**config.mk**
```make
export PLATFORM = sky130hd
export DESIGN_NAME = mux_scan_sequencer_flat
export DESIGN_NICKNAME = d
export VERILOG_FILES = /design/src/rtl/mux_scan_sequencer_pkg.sv /design/src/rtl/mux_scan_sequencer_if.sv /design/src/rtl/mux_scan_sequencer_lowest_set_bit_8.sv /design/src/rtl/mux_scan_sequencer.sv /design/src/flat_wrapper.sv
export SDC_FILE = /design/constraint.sdc
export NUM_CORES = 1
export LEC_CHECK = 0
export CAP_MARGIN = 20
export CORE_MARGIN = 8
export CORE_UTILIZATION = 50
export CTS_BUF_LIST = sky130_fd_sc_hd__clkbuf_4 sky130_fd_sc_hd__clkbuf_8
export CTS_CLUSTER_SIZE = 40
export DETAILED_ROUTE_END_ITERATION = 8
export GPL_TIMING_DRIVEN = 1
export PLACE_DENSITY = 0.8
export SLEW_MARGIN = 20
export SYNTH_ARGS = -nofsm -noshare
export SYNTH_HDL_FRONTEND = slang
export SYNTH_HIERARCHICAL = 1
export SYNTH_SLANG_ARGS = --single-unit
```
**constraint.sdc**
```tcl
create_clock -name clk -period 4 [get_ports clk]
set_input_delay 0.8 -clock clk [delete_from_list [all_inputs] [get_ports clk]]
set_output_delay 0.8 -clock clk [all_outputs]
set_load 0.05 [all_outputs]
```
**src/rtl/mux_scan_sequencer_pkg.sv**
```systemverilog
// Shared types and sizes for the mux scan sequencer.
package mux_scan_sequencer_pkg;

  localparam int NCH  = 8;
  localparam int SELW = 3;
  localparam int CNTW = 4;

  typedef enum logic [1:0] {
    ST_IDLE,
    ST_SETTLE,
    ST_FINISH
  } state_t;

endpackage

```
**src/rtl/mux_scan_sequencer_if.sv**
```systemverilog
// Scan request, mux select/Y and capture reporting between a controller and the sequencer.
interface mux_scan_sequencer_if;
  import mux_scan_sequencer_pkg::*;

  logic            start;
  logic            abort;
  logic [NCH-1:0]  mask;
  logic            y;
  logic            s2;
  logic            s1;
  logic            s0;
  logic            busy;
  logic            done;
  logic            sample_valid;
  logic [SELW-1:0] sample_ch;
  logic            sample_bit;
  logic [NCH-1:0]  result;

  modport master (
    output start, abort, mask, y,
    input  s2, s1, s0, busy, done, sample_valid, sample_ch, sample_bit, result
  );

  modport slave (
    input  start, abort, mask, y,
    output s2, s1, s0, busy, done, sample_valid, sample_ch, sample_bit, result
  );

endinterface

```
**src/rtl/mux_scan_sequencer_lowest_set_bit_8.sv**
```systemverilog
// Combinational priority encoder: index of the lowest set bit, vld low when no bit is set.
module lowest_set_bit_8
  import mux_scan_sequencer_pkg::*;
(
  input  logic [NCH-1:0]  bits,
  output logic [SELW-1:0] idx,
  output logic            vld
);

  always_comb begin
    idx = '0;
    vld = 1'b0;
    // Descending walk so the lowest set bit is the last one written.
    for (int i = NCH - 1; i >= 0; i--) begin
      if (bits[i]) begin
        idx = SELW'(i);
        vld = 1'b1;
      end
    end
  end

endmodule

```
**src/rtl/mux_scan_sequencer.sv**
```systemverilog
// Scans enabled mux channels in ascending order, holding each select SETTLE cycles before sampling Y.
// Capture k lands SETTLE*k edges after the accepted START; START is ignored while busy, ABORT cancels.
module mux_scan_sequencer
  import mux_scan_sequencer_pkg::*;
#(
  parameter int SETTLE = 2
)
(
  input  logic                 clk,
  input  logic                 rstn,
  mux_scan_sequencer_if.slave  bus
);

  localparam logic [CNTW-1:0] CNT_RELOAD = CNTW'(SETTLE - 1);

  state_t          state, state_n;
  logic [NCH-1:0]  pending, pending_n;
  logic [SELW-1:0] sel, sel_n;
  logic [CNTW-1:0] cnt, cnt_n;
  logic [NCH-1:0]  result, result_n;
  logic            busy, busy_n;
  logic            done, done_n;
  logic            smp_vld, smp_vld_n;
  logic [SELW-1:0] smp_ch, smp_ch_n;
  logic            smp_bit, smp_bit_n;

  logic [NCH-1:0]  pend_clr;
  logic [NCH-1:0]  lsb_in;
  logic [SELW-1:0] lsb_idx;
  logic            lsb_vld;

  // One encoder serves both the first select (from MASK) and every following one.
  assign pend_clr = pending & ~(NCH'(1) << sel);
  assign lsb_in   = (state == ST_IDLE) ? bus.mask : pend_clr;

  lowest_set_bit_8 u_lsb (
    .bits (lsb_in),
    .idx  (lsb_idx),
    .vld  (lsb_vld)
  );

  always_ff @(posedge clk) begin
    if (!rstn) begin
      state   <= ST_IDLE;
      pending <= '0;
      sel     <= '0;
      cnt     <= '0;
      result  <= '0;
      busy    <= 1'b0;
      done    <= 1'b0;
      smp_vld <= 1'b0;
      smp_ch  <= '0;
      smp_bit <= 1'b0;
    end else begin
      state   <= state_n;
      pending <= pending_n;
      sel     <= sel_n;
      cnt     <= cnt_n;
      result  <= result_n;
      busy    <= busy_n;
      done    <= done_n;
      smp_vld <= smp_vld_n;
      smp_ch  <= smp_ch_n;
      smp_bit <= smp_bit_n;
    end
  end

  always_comb begin
    state_n   = state;
    pending_n = pending;
    sel_n     = sel;
    cnt_n     = cnt;
    result_n  = result;
    busy_n    = busy;
    done_n    = 1'b0;
    smp_vld_n = 1'b0;
    smp_ch_n  = smp_ch;
    smp_bit_n = smp_bit;

    case (state)
      ST_IDLE: begin
        busy_n = 1'b0;
        sel_n  = '0;
        if (bus.start && !bus.abort) begin
          result_n = '0;
          if (lsb_vld) begin
            pending_n = bus.mask;
            sel_n     = lsb_idx;
            cnt_n     = CNT_RELOAD;
            busy_n    = 1'b1;
            state_n   = ST_SETTLE;
          end else begin
            done_n = 1'b1;
          end
        end
      end

      ST_SETTLE: begin
        if (bus.abort) begin
          pending_n = '0;
          sel_n     = '0;
          cnt_n     = '0;
          busy_n    = 1'b0;
          state_n   = ST_IDLE;
        end else if (cnt != '0) begin
          cnt_n = cnt - CNTW'(1);
        end else begin
          result_n[sel] = bus.y;
          pending_n     = pend_clr;
          smp_vld_n     = 1'b1;
          smp_ch_n      = sel;
          smp_bit_n     = bus.y;
          if (lsb_vld) begin
            sel_n = lsb_idx;
            cnt_n = CNT_RELOAD;
          end else begin
            // Completion is folded into the last capture edge rather than spending a cycle in FINISH.
            sel_n   = '0;
            busy_n  = 1'b0;
            done_n  = 1'b1;
            state_n = ST_IDLE;
          end
        end
      end

      default: begin
        sel_n   = '0;
        busy_n  = 1'b0;
        state_n = ST_IDLE;
      end
    endcase
  end

  assign bus.s2           = sel[2];
  assign bus.s1           = sel[1];
  assign bus.s0           = sel[0];
  assign bus.busy         = busy;
  assign bus.done         = done;
  assign bus.sample_valid = smp_vld;
  assign bus.sample_ch    = smp_ch;
  assign bus.sample_bit   = smp_bit;
  assign bus.result       = result;

endmodule

```
**src/flat_wrapper.sv**
```systemverilog
// flat-port wrapper written by rule: the top's interface ports become plain ports
module mux_scan_sequencer_flat import mux_scan_sequencer_pkg::*;
#(
  parameter int SETTLE = 2
)
  (clk, rstn, bus_start, bus_abort, bus_mask, bus_y, bus_s2, bus_s1, bus_s0, bus_busy, bus_done, bus_sample_valid, bus_sample_ch, bus_sample_bit, bus_result);
  mux_scan_sequencer_if bus_i ();
  input  logic clk;
  input  logic rstn;
  input wire logic [$bits(bus_i.start)-1:0] bus_start;
  input wire logic [$bits(bus_i.abort)-1:0] bus_abort;
  input wire logic [$bits(bus_i.mask)-1:0] bus_mask;
  input wire logic [$bits(bus_i.y)-1:0] bus_y;
  output wire logic [$bits(bus_i.s2)-1:0] bus_s2;
  output wire logic [$bits(bus_i.s1)-1:0] bus_s1;
  output wire logic [$bits(bus_i.s0)-1:0] bus_s0;
  output wire logic [$bits(bus_i.busy)-1:0] bus_busy;
  output wire logic [$bits(bus_i.done)-1:0] bus_done;
  output wire logic [$bits(bus_i.sample_valid)-1:0] bus_sample_valid;
  output wire logic [$bits(bus_i.sample_ch)-1:0] bus_sample_ch;
  output wire logic [$bits(bus_i.sample_bit)-1:0] bus_sample_bit;
  output wire logic [$bits(bus_i.result)-1:0] bus_result;
  assign bus_i.start = bus_start;
  assign bus_i.abort = bus_abort;
  assign bus_i.mask = bus_mask;
  assign bus_i.y = bus_y;
  assign bus_s2 = bus_i.s2;
  assign bus_s1 = bus_i.s1;
  assign bus_s0 = bus_i.s0;
  assign bus_busy = bus_i.busy;
  assign bus_done = bus_i.done;
  assign bus_sample_valid = bus_i.sample_valid;
  assign bus_sample_ch = bus_i.sample_ch;
  assign bus_sample_bit = bus_i.sample_bit;
  assign bus_result = bus_i.result;
  mux_scan_sequencer #(.SETTLE(SETTLE)) u_core (.clk(clk), .rstn(rstn), .bus(bus_i));
endmodule
```
==> results_dict.tcl <==
set metrics [dict create \
    status "completed" \
    drv_slew 0 \
    yosys.area.top_type "dfxtp_1" \
    fill_cells 307 \
    wl_um 4470 \
    critPathMaxFanout 16 \
    post-route-min-period_ns 2.79 \
    required_ns 4.19 \
    synthesis.area_mm2 0.00172 \
    grt-ovfl-total 0 \
    synth_ff_type "dfxtp_1" \
    antenna_left 0 \
    clkLatencyLatePin_ns 0.33 \
    fin_worst_skew_ns 0.00371 \
    cts_buffer_depth 2 \
    core_region_area_mm2 0.00331 \
    clock.fmax_mhz 359 \
    hold_class "reg -> reg" \
    post_cts_resized 0 \
    std_cell_rows 21 \
    seqCellArea_um2 621 \
    cts_hold_buf 0 \
    setup_viol_count_final 0 \
    worstPathArrival_ns 2.98 \
    synth_edf_count 0 \
    antenna_found_initial 0 \
    cp_slowest_cell "dfxtp_1" \
    synthTopCellsByArea "dfxtp_1, a21oi_1, a211oi_1" \
    cts_root_buffer "clkbuf_4" \
    cts-buffers-inserted 5 \
    drt-wirelength-per-cell_um 15.5 \
    fp.dieH_um 74.6 \
    worst_slack_ns 1.21 \
    async_reset_ff_share_pct 0 \
    crit_chain "or3b_2 > nand3_1 > o21ai_0 > nor4_2 > nand2_1 > nor4bb_2 > buf_4 > a21oi_1 > a211oi_1" \
    synth_seq_area_share_pct 36.1 \
    syn2layout_area_growth_pct 22.6 \
    final.setup.tns_ns 0 \
    path_class "reg -> reg" \
    p_per_area_mw_per_mm2 287 \
    yosysWarnings 6 \
    gp_congestion 0.872 \
    cpPeakStageDelay_ns 0.65 \
    io_buffers 30 \
    grt_pass1_wl_um 7350 \
    multi_input_area_um2 996 \
    dieArea_mm2 0.00557 \
    netlist-cell-type-count 43 \
    start_util_pct 51.9 \
    clk_pin_slew_worst_paths_ns 0.09 \
    grt_pass1_vias 1474 \
    cts_tree "done" \
    worst_slew_pin_slew_ns 0.866 \
    hold_violations 0 \
    synth_nets 230 \
    drive_gt1_share_pct 9.09 \
    cts_setup_buffers 0 \
    fp.dieW_um 74.6 \
    dp_slack_ns 1.08 \
    period_share_pct 69.7 \
    syn_inst 215 \
    power_leakage_uw 0.000671 \
    critPathBufInv 1 \
    grt_max_degree 26 \
    htreeDepth 2 \
    pin_count 31 \
    nets 256 \
    max_cap_violations 0 \
    cp_top_family "simple AND/OR/NAND/NOR gates" \
    viasPerCell 6.11 \
    critPathLaunchType "flop" \
    yosysTopAreaCellShare_pct 36.1 \
    hpwl_um 3180 \
    dr.first_iter.drc_count 170 \
    drc 0 \
    grt_use_total_pct 16.9 \
    antennaDiodeCount 0 \
    cp-end-kind "flop" \
    postSynthAreaPerCell_um2 7.99 \
    clock-sinks 31 \
    num_vias 1759 \
    synth-seq-cells 31 \
    ir_worst_vdd_mv 0.204 \
    relSlewSlack_pct 42.2 \
    drt-pass1-iter-count 4 \
    rsz0062_at_grt "no" \
]
-- worst paths after layout --
kind                                        start                                   end  slack [ns]  cells past startpoint
min          u_core/bus.sample_ch[2]$_SDFFE_PN0P_  u_core/bus.sample_ch[2]$_SDFFE_PN0P_        0.48                      2
min reg2reg  u_core/bus.sample_ch[2]$_SDFFE_PN0P_  u_core/bus.sample_ch[2]$_SDFFE_PN0P_        0.48                      2
max                    u_core/sel[0]$_SDFFE_PN0P_        u_core/pending[5]$_SDFFE_PN0P_        1.21                      9
max reg2reg            u_core/sel[0]$_SDFFE_PN0P_        u_core/pending[5]$_SDFFE_PN0P_        1.21                      9
-- through the flow --
| stage | area (um^2) | total power (uW) | hold WS [ns] | utilization [%] | instances |
|---|---|---|---|---|---|
| after CTS | 2110 | 608 | 0.488 | 63.6 | 288 |
| final | 2110 | 604 | 0.481 | 63.6 | 288 |
| after detailed placement | 2050 | 437 | 0.467 | 62.0 | 280 |
| after floorplan | 1720 | 400 | 0.494 | - | 215 |
| after global routing | 2110 | 635 | 0.500 | 63.6 | 288 |
| after global placement | 2050 | 435 | 0.467 | 62.0 | 280 |
-- cell type report --
class	count	area share (%)
repair buffers	35	16.0
clock inverters	3	0.713
well taps	46	2.73
multi-input cells	157	47.3
clock buffers	5	1.78
flip-flops and latches	31	29.5
inverters	11	1.96
-- cell usage after synthesis (2+ instances only) --
cell type and number:
o21ai_0 15, nor3b_1 3, dfxtp_1 31, nor2b_1 4
nand2b_1 3, or3b_2 3, a21oi_1 19, buf_2 4
or2_2 3, or4_1 2, a22oi_1 8, nor3_1 4
clkbuf_1 10, o2bb2ai_1 3, ha_1 2, nand4_1 11
nand3_1 15, or3_1 2, a211oi_1 10, nor2_1 3
nand2_1 18, o221ai_1 7, inv_1 10, nand3b_1 6
-- metal layers --
layer,share of wire (%),vias to the layer above,track usage [%],wire [um]
met2,45,64,24.6,2030
li1,-,874,-,-
met3,7.2,4,3.46,323
met4,0.81,0,5.65,36
met1,46,817,23.8,2080
met5,0,-,0,0
-- registers in the layout, indices dropped and copies added, names as in the netlist, 3 cells and up --
register	flops
u_core/pending	8
u_core/bus.sample_ch	3
u_core/sel	3
u_core/cnt	4
u_core/bus.result	8
-- worst register-to-register path: cells and delay by family, from the launching register on --
kind	cells	cell delay (ns)
buf+inv	1	0.20
flops	1	0.65
compound gates	3	0.43
simple gates	5	1.38
-- cells in the final DEF, fill, tap and decap left out, types with 4 or more instances in the layout --
cell type / instances
nand4_1: 11
o221ai_1: 7
clkbuf_4: 5
inv_1: 10
clkdlybuf4s50_1: 30
a22oi_1: 8
buf_4: 5
nand3_1: 15
dfxtp_1: 31
a21oi_1: 19
nand3b_1: 6
nor3_1: 4
nand2_1: 18
a211oi_1: 10
nor2b_1: 4
o21ai_0: 15
-- where the power goes --
part	internal, uW	switching (uW)
registers	316	8.54
logic	41.6	65.1
clock network	65.3	108
-- cells by family (layout without fill, tap and decap cells) --
kind of cell / Yosys count / in the layout / share of synthesized area [%]
adders and majority gates: 2 / 2 / 1.46
buffers and inverters: 27 / 54 / 6.26
and+or+nand+nor: 84 / 84 / 28.7
DFF: 31 / 31 / 36.1
AOI/OAI and AO/OA: 71 / 71 / 27.5
No activity file was read; power rests on OpenSTA's default activity.
